## src/rtl/bist_pkg.sv

```systemverilog
// Shared types and helpers for the BIST engine: FSM state encoding and the
// generic Fibonacci shift step used by both the pattern LFSR and the MISR.
package bist_pkg;

  localparam int LFSR_MAX_W = 32;

  typedef enum logic [1:0] {
    IDLE,
    RUN,
    DRAIN,
    DONE
  } state_t;

  // Operands are zero-extended; the caller truncates the result back to its width.
  function automatic logic [LFSR_MAX_W-1:0] lfsr_step(input logic [LFSR_MAX_W-1:0] state,
                                                      input logic [LFSR_MAX_W-1:0] poly);
    return (state << 1) | LFSR_MAX_W'(^(state & poly));
  endfunction

endpackage

```

## src/rtl/bist_lfsr.sv

```systemverilog
// Loadable Fibonacci shift register; par_in is XORed into the shifted value,
// so the same block serves as pattern generator (par_in=0) and as a MISR.
module bist_lfsr
  import bist_pkg::*;
#(
  parameter int           W    = 4,
  parameter logic [W-1:0] POLY = '0,
  parameter logic [W-1:0] SEED = W'(1)
) (
  input  logic         clk,
  input  logic         rst,
  input  logic         load,
  input  logic         shift,
  input  logic [W-1:0] par_in,
  output logic [W-1:0] value,
  output logic [W-1:0] value_next
);

  logic [W-1:0] r_value;

  if (W < 2 || W > LFSR_MAX_W) begin : g_bad_width
    $error("bist_lfsr: W must be in 2..%0d", LFSR_MAX_W);
  end

  // NOTE: the default assignment first keeps this block purely combinational (no latch).
  always_comb begin
    value_next = r_value;
    if (load) begin
      value_next = SEED;
    end else if (shift) begin
      value_next = W'(lfsr_step(LFSR_MAX_W'(r_value), LFSR_MAX_W'(POLY))) ^ par_in;
    end
  end

  // NOTE: state registers use non-blocking assignments so every flop samples pre-edge values.
  always_ff @(posedge clk) begin
    if (rst) begin
      r_value <= SEED;
    end else begin
      r_value <= value_next;
    end
  end

  assign value = r_value;

endmodule

```

## src/rtl/bist_engine.sv

```systemverilog
// BIST controller: drives NUM_PAT LFSR patterns into a CUT, compacts the
// responses in a MISR and holds a pass/fail verdict against GOLDEN.
module bist_engine
  import bist_pkg::*;
#(
  parameter int                PAT_W    = 3,
  parameter logic [PAT_W-1:0]  PAT_POLY = 3'b110,
  parameter logic [PAT_W-1:0]  PAT_SEED = 3'b111,
  parameter int                RESP_W   = 1,
  parameter int                SIG_W    = 4,
  parameter logic [SIG_W-1:0]  SIG_POLY = 4'b0100,
  parameter logic [SIG_W-1:0]  SIG_SEED = 4'b0001,
  parameter int                NUM_PAT  = 7,
  parameter int                RESP_LAT = 0,
  parameter logic [SIG_W-1:0]  GOLDEN   = 4'b0100
) (
  input  logic              clk,
  input  logic              rst,
  input  logic              start,
  input  logic              abort,
  output logic [PAT_W-1:0]  pattern,
  output logic              pat_valid,
  input  logic [RESP_W-1:0] resp,
  output logic              busy,
  output logic              done,
  output logic              pass,
  output logic [SIG_W-1:0]  signature
);

  localparam int CNT_W = $clog2(NUM_PAT + 1);
  localparam int DRN_W = (RESP_LAT > 1) ? $clog2(RESP_LAT) : 1;

  if (PAT_SEED == '0) begin : g_bad_seed
    $error("bist_engine: PAT_SEED must be non-zero");
  end
  if (NUM_PAT < 1 || RESP_W > SIG_W || RESP_LAT < 0) begin : g_bad_params
    $error("bist_engine: illegal NUM_PAT, RESP_W or RESP_LAT");
  end

  state_t           r_state;
  logic [CNT_W-1:0] r_cnt;
  logic [DRN_W-1:0] r_drain_cnt;
  logic             r_busy, r_done, r_pass, r_pat_valid;

  logic             w_load, w_gen_shift, w_cap, w_misr_shift;
  logic [SIG_W-1:0] w_misr_next, w_resp_ext;
  logic [PAT_W-1:0] w_pat_next;

  assign w_load       = start && !abort && (r_state == IDLE || r_state == DONE);
  assign w_gen_shift  = (r_state == RUN) && !abort;
  assign w_misr_shift = w_cap && !abort;
  assign w_resp_ext   = SIG_W'(resp);

  bist_lfsr #(.W(PAT_W), .POLY(PAT_POLY), .SEED(PAT_SEED)) u_pat_gen (
    .clk        (clk),
    .rst        (rst),
    .load       (w_load),
    .shift      (w_gen_shift),
    .par_in     ('0),
    .value      (pattern),
    .value_next (w_pat_next)
  );

  bist_lfsr #(.W(SIG_W), .POLY(SIG_POLY), .SEED(SIG_SEED)) u_misr (
    .clk        (clk),
    .rst        (rst),
    .load       (w_load),
    .shift      (w_misr_shift),
    .par_in     (w_resp_ext),
    .value      (signature),
    .value_next (w_misr_next)
  );

  // Capture strobe: pat_valid delayed to line up with the CUT's response latency.
  if (RESP_LAT == 0) begin : g_no_pipe
    assign w_cap = r_pat_valid;
  end else begin : g_pipe
    logic [RESP_LAT-1:0] r_vpipe;
    always_ff @(posedge clk) begin
      if (rst || abort) begin
        r_vpipe <= '0;
      end else begin
        r_vpipe <= RESP_LAT'({r_vpipe, r_pat_valid});
      end
    end
    assign w_cap = r_vpipe[RESP_LAT-1];
  end

  always_ff @(posedge clk) begin
    if (rst || abort) begin
      r_state     <= IDLE;
      r_cnt       <= '0;
      r_drain_cnt <= '0;
      r_busy      <= 1'b0;
      r_done      <= 1'b0;
      r_pass      <= 1'b0;
      r_pat_valid <= 1'b0;
    end else begin
      case (r_state)
        IDLE, DONE: begin
          if (start) begin
            r_state     <= RUN;
            r_cnt       <= '0;
            r_busy      <= 1'b1;
            r_pat_valid <= 1'b1;
            r_done      <= 1'b0;
            r_pass      <= 1'b0;
          end
        end
        RUN: begin
          r_cnt <= r_cnt + CNT_W'(1);
          if (int'(r_cnt) == NUM_PAT - 1) begin
            r_pat_valid <= 1'b0;
            if (RESP_LAT > 0) begin
              r_state     <= DRAIN;
              r_drain_cnt <= '0;
            end else begin
              r_state <= DONE;
              r_busy  <= 1'b0;
              r_done  <= 1'b1;
              r_pass  <= (w_misr_next == GOLDEN);
            end
          end
        end
        DRAIN: begin
          r_drain_cnt <= r_drain_cnt + DRN_W'(1);
          if (int'(r_drain_cnt) == RESP_LAT - 1) begin
            r_state <= DONE;
            r_busy  <= 1'b0;
            r_done  <= 1'b1;
            r_pass  <= (w_misr_next == GOLDEN);
          end
        end
        default: r_state <= IDLE;
      endcase
    end
  end

  assign busy      = r_busy;
  assign done      = r_done;
  assign pass      = r_pass;
  assign pat_valid = r_pat_valid;

endmodule

```

## config.mk

```make
export PLATFORM = sky130hd
export DESIGN_NAME = bist_engine
export DESIGN_NICKNAME = d
export VERILOG_FILES = /design/src/rtl/bist_pkg.sv /design/src/rtl/bist_lfsr.sv /design/src/rtl/bist_engine.sv
export SDC_FILE = /design/constraint.sdc
export NUM_CORES = 1
export LEC_CHECK = 0
export ABC_AREA = 1
export BUFFER_PORTS_ARGS = -buffer_cell sky130_fd_sc_hd__buf_2
export CAP_MARGIN = 10
export CORE_ASPECT_RATIO = 0.75
export CORE_MARGIN = 4
export CORE_UTILIZATION = 27
export DETAILED_ROUTE_END_ITERATION = 8
export SYNTH_ARGS = -nofsm -noshare
export SYNTH_HDL_FRONTEND = slang
export SYNTH_SLANG_ARGS = --single-unit
```

## constraint.sdc

```tcl
create_clock -name clk -period 1.6 [get_ports clk]
set_input_delay 0.16 -clock clk [delete_from_list [all_inputs] [get_ports clk]]
set_output_delay 0.16 -clock clk [all_outputs]
set_load 0.005 [all_outputs]
```

=== After elaboration in Yosys (flattened, before gate mapping) ===
Cells that the tools add are included.

* Register bits: 16
* Input bits: 5
* Output and inout port bits: 11

* Add/subtract/negate cells: 1
* Equality and inequality tests: 7
* Mux-type cells: 15
* Bitwise logic cells: 4
* Reduce and logical (&&, ||, !) cells: 16

{| class="wikitable"
|+ Operator list
! kind !! count
|-
| XOR reduction 32 bit || 2
|-
| 2-to-1 mux 4 bit || 2
|-
| one-hot mux 1 bit (2 select lines) || 3
|-
| one-hot mux 3 bit (2 select lines) || 1
|-
| AND reduction 3 bit || 2
|-
| 2-to-1 mux 1 bit || 5
|-
| equality test 2 bit, second input constant || 2
|-
| equality test 4 x 3 -> 1 bit, second input constant || 1
|-
| logical AND 1 bit || 4
|-
| 2-to-1 mux 2 bit || 2
|-
| bitwise OR 4 x 1 -> 4 bit || 1
|-
| one-hot mux 2 bit (2 select lines) || 1
|-
| OR reduction 2 bit || 2
|-
| XOR 4 x 1 -> 4 bit || 1
|-
| adder 3 x 1 -> 3 bit, second input constant || 1
|-
| equality test 3 x 2 -> 1 bit, second input constant || 1
|-
| 2-to-1 mux 3 bit || 1
|-
| bitwise OR 3 x 1 -> 3 bit || 1
|-
| equality test 2 x 1 -> 1 bit, second input constant || 1
|-
| zero test 2 bit || 1
|-
| logical OR 1 bit || 2
|-
| != test 2 x 1 -> 1 bit, second input constant || 1
|-
| != test 2 bit, second input constant || 1
|-
| AND reduction 2 bit || 1
|-
| other kinds (3) || 3
|}

=== Depth between registers and ports, before layout ===
Gate-level depths: netlist of run 1.

* Depth after elaboration: 8
* Gate-level depth with buffers: 11

=== By module ===
From an unflattened synthesis of run 1, not the netlist that was laid out.

* Cells, all modules: 136
* Area, all modules: 865.8 um2

{| class="wikitable"
|+ Modules (own cells, without submodules)
! module !! instances !! cells an instance !! area each (um2) !! sequential area each (um2)
|-
| bist_engine || 1 || 67 || 446.7 || 160.2
|-
| bist_lfsr (u_misr) || 1 || 41 || 234.0 || 80.1
|-
| bist_lfsr (u_pat_gen) || 1 || 28 || 185.2 || 60.1
|}

=== Worst setup path after synthesis of run 1 ===
Ideal clock, no wire load.

* Kind: reg-to-reg
* Start point: register r_state[1]
* End point: register r_pass (netlist: pass)
* Library setup time: 0.120 ns
* Arrival time: 1.278 ns
* Data required time: 1.480 ns
* Path slack: 0.202 ns
* Cell stages (with the launch flop): 12
* Buffers on the path: 1
* Period minus slack after synthesis: 1.398 ns
* Cells stage by stage: dfxtp_1 > inv_1 > ha_1 > buf_6 > nand2_2 > nand2_1 > a21oi_1 > inv_2 > nand2_1 > inv_1 > nor2_1 > nor2_1

* Longest elaborated chain between the ends: 7
* Elaborated cells on any way between the ends: 15

{| class="wikitable"
|+ RTL lines
! element !! RTL line !! RTL
|-
| from (decl) || bist_engine.sv:40 || <nowiki>state_t r_state;</nowiki>
|-
| from (signal assigned) || bist_engine.sv:91 || <nowiki>r_state <= IDLE;</nowiki>
|-
| from (signal assigned) || bist_engine.sv:102 || <nowiki>r_state <= RUN;</nowiki>
|-
| from (signal assigned) || bist_engine.sv:115 || <nowiki>r_state <= DRAIN;</nowiki>
|-
| equality test 2 bit / zero test 2 bit (equally long branches) || bist_engine.sv:49, bist_engine.sv:99 ||
|-
| logical OR 1 bit || bist_engine.sv:49 || <nowiki>assign w_load = start && !abort && (r_state == IDLE || r_state == DONE);</nowiki>
|-
| logical AND 1 bit || bist_engine.sv:49 ||
|-
| 2-to-1 mux 4 bit || bist_lfsr.sv:28 || <nowiki>if (load) begin</nowiki>
|-
| equality test 4 x 3 -> 1 bit || - ||
|-
| 2-to-1 mux 1 bit || bist_engine.sv:112 || <nowiki>if (int'(r_cnt) == NUM_PAT - 1) begin</nowiki>
|-
| one-hot mux 1 bit (2 select lines) || bist_engine.sv:99 || <nowiki>case (r_state)</nowiki>
|-
| to (signal assigned) || bist_engine.sv:121 || <nowiki>r_pass <= (w_misr_next == GOLDEN);</nowiki>
|-
| to (signal assigned) || bist_engine.sv:131 || <nowiki>r_pass <= (w_misr_next == GOLDEN);</nowiki>
|-
| to (decl) || bist_engine.sv:43 || <nowiki>logic r_busy, r_done, r_pass, r_pat_valid;</nowiki>
|}

Several ways; a longest one is shown, not always the timed one. The select of a mux whose other input is x is not followed.
A chain may end at the register's enable or synchronous reset.

=== Worst setup path after layout of run 1 ===
Ends and elaborated chain as after synthesis.

==> qor.csv, run 1 <==
stage;metric;value;unit
clocking;CTS Buf Count;3;
critical_path;nature of the critical path endpoint;register;
final_layout;Post-Layout Cell Count;161;
synthesis;Synth Warn #;0;
critical_path;CP Max Fanout;7;
die;Core ar.;2643;µm²
critical_path;startpoint types;register;
synthesis;Mapped Area;755.7;µm²
run_status;run status;finished, final reports clean;
detailed_routing;via count;674;
grt;first-pass GRT wire length;2463;µm
final_layout;n_diodes;0;
die;Die H;53.82;µm
synthesis;Gate Count Post-Synth;107;
critical_path;crit path max-delay cell type;ha_2;
grt;largest net degree at the start of global routing;12;
clocking;CTS tree;done;
critical_path;Crit path required time;1.78;ns
die;# rows;16;
sta;Final Cycle Share;0.9171;
detailed_routing;routed wire length;1444;µm
grt;global route overflow;0;
pwr;Leak;0.0004400;µW
sta;max-slew violation count;0;
detailed_routing;DRC;0;
final_layout;Layout Nets;135;
sta;Setup-failing EPs final;0;
detailed_routing;Initial DRC Count;15;
critical_path;delay-heaviest family, CP;simple AND/OR/NAND/NOR gates;
synthesis;sequential area share after synthesis;0.3974;
clocking;clk buf depth;2;
critical_path;WS Path Type;register to register;
synthesis;Yosys cell types;18;
sta;highest clock rate;681.5;MHz
clocking;H-tree depth;1;
grt;initial antenna violation count;0;
grt;All-Layer GR Usage;0.08731;
pwr;PD cells;901.9;nW/µm²
final_layout;Register Area;300.3;µm²
pwr;worst vdd ir;0.0003660;V
die;Starting Density;0.2860;
place;# placed instances;157;
final_layout;most frequent cells in the layout;26 x nand2_1, 15 x nand3_1, 15 x dfxtp_1, 15 x buf_2, 14 x inv_1;
sta;worst relative slew slack;0.7834;
critical_path;crit-path cells;inv_1, ha_2, nand3_2, nand3_1, nand3_1, nor2_1, nor2_1, nor2_1;
detailed_routing;post-route ant nets;0;
min_path;Worst Hold Class;input port to register;
sta;Final Hold Fails;0;
place;HPWL after DPL;1180;µm
critical_path;critical path data arrival time;1.65;ns
clocking;clk root buf;clkbuf_8;
detailed_routing;average wire per standard cell;8.969;µm
clocking;# clock sinks;15;
synthesis;Synth Net Count;116;
job;Max-Cap Viols;0;
grt;number of global-route vias before repair;599;
sta;skew final;0.001979;ns
synthesis;Mapped Avg Cell Area;7.063;µm²
final_layout;commonest non-fill, non-tap cell in the layout;nand2_1;
critical_path;WP buf/inv;1;
final_layout;Filler cells;291;
critical_path;most used cell, CP;nor2_1;
clocking;Reg clk slew, reported paths;0.06;ns
final_layout;area occupied by multi-input gates;376.6;µm²
final_layout;layout cells sized above 1;0.2160;
final_layout;Area Growth Syn to Fin;20.86;%
synthesis;Synth Register Bits;15;
place;RePlAce Congestion;0.8293;
die;Die Wd;69.09;µm
place;IO buf count;15;
detailed_routing;first-pass iteration count of the detailed router;4;
sta;worst slew pin tran;0.3227;ns
clocking;Post-CTS Setup Inserts;0;
clocking;Worst-Skew Late Latency;0.25;ns
critical_path;Worst path max stage delay;0.38;ns
sta;Period minus WS final;1.467;ns
die;# IOs;16;
die;Die ar.;3718;µm²
pwr;Final Power;823.8;µW
detailed_routing;Vias/cell;4.186;
==> power by group <==
part           switching [µW]  internal (µW)
combinational            76.0           46.9
sequential               11.7            388
clock                     125            176
==> cell usage after synthesis <==
cell type / instances / area (µm²)
nor3_1: 1 / 5.000
dfxtp_1: 15 / 300.3
nand2_2: 2 / 12.51
o211ai_1: 1 / 7.510
ha_1: 4 / 50.05
nor2_1: 9 / 33.78
a211oi_1: 1 / 7.510
nor2_2: 1 / 6.260
xor2_1: 1 / 8.760
a21oi_1: 8 / 40.04
o21ai_1: 1 / 5.000
inv_2: 3 / 11.26
inv_1: 14 / 52.55
nand3_1: 16 / 80.08
xnor2_1: 1 / 8.760
a31oi_1: 1 / 6.260
nand2_1: 26 / 97.59
buf_6: 2 / 22.52
==> cell families after synthesis <==
family | share of synthesized area
XOR/XNOR | 0.02318
flip-flops | 0.3974
AND/OR/NAND/NOR | 0.3113
buffers and inverters | 0.1142
AO/OA/AOI/OAI | 0.08776
adder cells (fa/ha/maj) | 0.06623
==> state kept, by name, indices dropped and copies added, names as in the netlist <==
name,flops
pass,1
busy,1
pat_valid,1
u_misr.value,4
r_cnt,3
r_state,2
u_pat_gen.value,3
==> metal layers <==
metal,track usage,vias to the layer above,share of wire
met5,0,-,0
met4,0.04870,0,0.021
met3,0.04291,5,0.062
met2,0.1329,16,0.40
met1,0.1019,280,0.52
li1,-,373,-
==> stage by stage <==
step / hold WS [ns] / TNS [ns] / setup slack [ns] / area [µm²] / utilization
CTS: 0.1336 / 0 / 0.01851 / 905.9 / 0.3428
global placement: 0.3979 / 0 / 0.05423 / 860.8 / 0.3258
global route: 0.1450 / -0.001796 / -0.001796 / 913.4 / 0.3456
floorplan: 0.2324 / 0 / 0.2022 / 755.7 / -
finish: 0.1403 / 0 / 0.1326 / 913.4 / 0.3456
detailed placement: 0.4017 / 0 / 0.05438 / 860.8 / 0.3258
==> path summary, 6_finish.rpt <==
check	from	to	slack (ns)	cells after the start
worst max-delay path	r_state[1]	pass	0.13	8
worst min-delay path	rst	u_misr.value[1]	0.14	2
worst min register to register	busy	busy	0.47	2
worst max register to register	r_state[1]	pass	0.13	8
==> timing repair <==
action	4_1_cts	5_1_grt
setup endpoints to repair	0	3
endpoints found under the hold margin	0	0
hold buffers	0	0
resized for setup	0	2
==> final cells by class <==
| cell class | count | area share |
|---|---|---|
| Sequential cell | 15 | 0.3288 |
| Multi-Input combinational cell | 73 | 0.4123 |
| Timing Repair Buffer | 16 | 0.09041 |
| Inverter | 17 | 0.06986 |
| Tap cell | 36 | 0.04932 |
| Clock buffer | 4 | 0.04932 |
Note: power is estimated with default switching activity, not from simulation.
==> inputs of run 2 (changes only) <==
PLACE_DENSITY = 0.43   (was unset)
==> run 2 against run 1 <==
  * Largest power group unchanged
  * Power grew 1.8%
  * Final cell count up 0.62%
  * Count of clock-buffer cells in the layout unchanged
  * Sequential share of layout area decreased by 0.27 points
  * Non-clock buffer count grew 1
  * Via count is 5.5% higher
  * Sequential cell count unchanged
==> qor.csv, run 2 (same netlist as run 1, synthesis figures left out) <==
stage;metric;value;unit
min_path;Worst Hold Launch;rst;
die;Die ar.;3718;µm²
grt;initial antenna violation count;0;
critical_path;crit-path cells;inv_1, ha_2, nand3_2, nand3_1, nand3_1, nor2_1, nor2_1, nor2_1;
sta;setup TNS;0;ns
die;# rows;16;
min_path;Worst Hold Class;input port to register;
detailed_routing;via count;711;
grt;number of global-route vias before repair;712;
critical_path;worst r2r src;r_state[1];
die;Starting Density;0.2860;
grt;first-pass GRT wire length;2925;µm
critical_path;crit path max-delay cell type;ha_2;
sta;Final Hold Fails;0;
sta;RSZ-0062 raised after global routing;no;
detailed_routing;post-route ant nets;0;
critical_path;register-to-register setup slack;0.16;ns
sta;skew final;0.001207;ns
run_status;run status;finished, final reports clean;
critical_path;R2R depth;8;
clocking;clk buf depth;2;
place;RePlAce Congestion;0.7145;
clocking;CTS Buf Count;3;
job;Max-Cap Viols;0;
clocking;CTS tree;done;
die;Die H;53.82;µm
critical_path;startpoint types;register;
clocking;clk root buf;clkbuf_8;
min_path;worst hold stages;2;
die;Core ar.;2643;µm²
clocking;hold buffers post-CTS;0;
critical_path;nature of the critical path endpoint;register;
sta;Setup-failing EPs final;0;
sta;worst slew pin tran;0.3522;ns
die;# IOs;16;
clocking;Worst-Skew Late Latency;0.24;ns
detailed_routing;average wire per standard cell;10.20;µm
critical_path;CP Max Fanout;7;
clocking;Post-CTS Setup Inserts;0;
final_layout;commonest non-fill, non-tap cell in the layout;nand2_1;
die;Die Wd;69.09;µm
critical_path;WS Path Type;register to register;
detailed_routing;routed wire length;1653;µm
place;HPWL after DPL;1333;µm
clocking;# clock sinks;15;
sta;worst relative slew slack;0.7649;
critical_path;critical path data arrival time;1.62;ns
final_layout;Layout Nets;136;
detailed_routing;first-pass iteration count of the detailed router;3;
critical_path;CP Launch Point;r_state[1];
detailed_routing;Initial DRC Count;21;
final_layout;Area Growth Syn to Fin;21.85;%
final_layout;fin util;0.3485;
clocking;Reg clk slew, reported paths;0.06;ns
pwr;Leak;0.0004450;µW
critical_path;Worst path max stage delay;0.38;ns
grt;global route overflow;0;
critical_path;most used cell, CP;nor2_1;
final_layout;Filler cells;299;
place;IO buf count;15;
grt;largest net degree at the start of global routing;12;
detailed_routing;DRC;0;
sta;highest clock rate;694.2;MHz
pwr;PD cells;910.3;nW/µm²
clocking;CTS resizes;0;
sta;max-slew violation count;0;
grt;All-Layer GR Usage;0.1002;
clocking;H-tree depth;1;
critical_path;Crit path required time;1.78;ns
final_layout;max reg flops;4;
sta;Final Cycle Share;0.9003;
pwr;worst vdd ir;0.0005072;V
final_layout;layout cells sized above 1;0.2222;
sta;worst setup margin;0.1595;ns
detailed_routing;Vias/cell;4.389;
final_layout;n_diodes;0;
final_layout;most frequent cells in the layout;26 x nand2_1, 15 x nand3_1, 15 x dfxtp_1, 15 x buf_2, 14 x inv_1;
sta;Period minus WS final;1.440;ns
place;DP Worst Slack;0.07275;ns
==> run 2: cell types whose count changed in the layout (fill, tap and decap cells not counted) <==
cell	delta
buf_4	+1
==> run 2: cell type report <==
type	count	area, µm²	area share
Clock buffer	4	45.04	0.04891
Inverter	17	63.81	0.06929
Tap cell	36	45.04	0.04891
Timing Repair Buffer	17	90.09	0.09783
Sequential cell	15	300.3	0.3261
Multi-Input combinational cell	73	376.6	0.4090
==> run 2: worst paths after layout <==
check                          to
hold reg to reg              busy
hold / removal    u_misr.value[3]
setup / recovery             pass
setup reg to reg             pass
==> run 2: report_power, final <==
group	leakage [µW]	internal [µW]	switching, µW	total (µW)
Combinational	0.000300	49.5	82.1	132
Clock	0.0000228	176	132	308
Sequential	0.000122	388	11.4	399
==> run 2: critical path, delay by kind of cell (launching register included) <==
| family | cells | cell delay (ns) |
|---|---|---|
| DFF | 1 | 0.35 |
| and+or+nand+nor | 6 | 0.57 |
| adders and majority gates | 1 | 0.38 |
| buffers and inverters | 1 | 0.07 |
==> run 2: metrics by stage <==
stage / area (µm²) / std cells / total power, µW / hold WS (ns)
floorplan: 755.7 / 107 / 496.7 / 0.2324
global placement: 868.3 / 158 / 536.5 / 0.4009
detailed placement: 868.3 / 158 / 537.4 / 0.4004
CTS: 913.4 / 162 / 849.0 / 0.1380
global route: 920.9 / 162 / 884.6 / 0.1415
finish: 920.9 / 162 / 838.3 / 0.1393
==> run 2: routing by layer <==
metal	up-vias	track usage	share of wire
li1	379	-	-
met1	319	0.1249	0.53
met2	11	0.1582	0.41
met3	2	0.04478	0.050
met4	0	0.02922	0.0079
met5	-	0	0
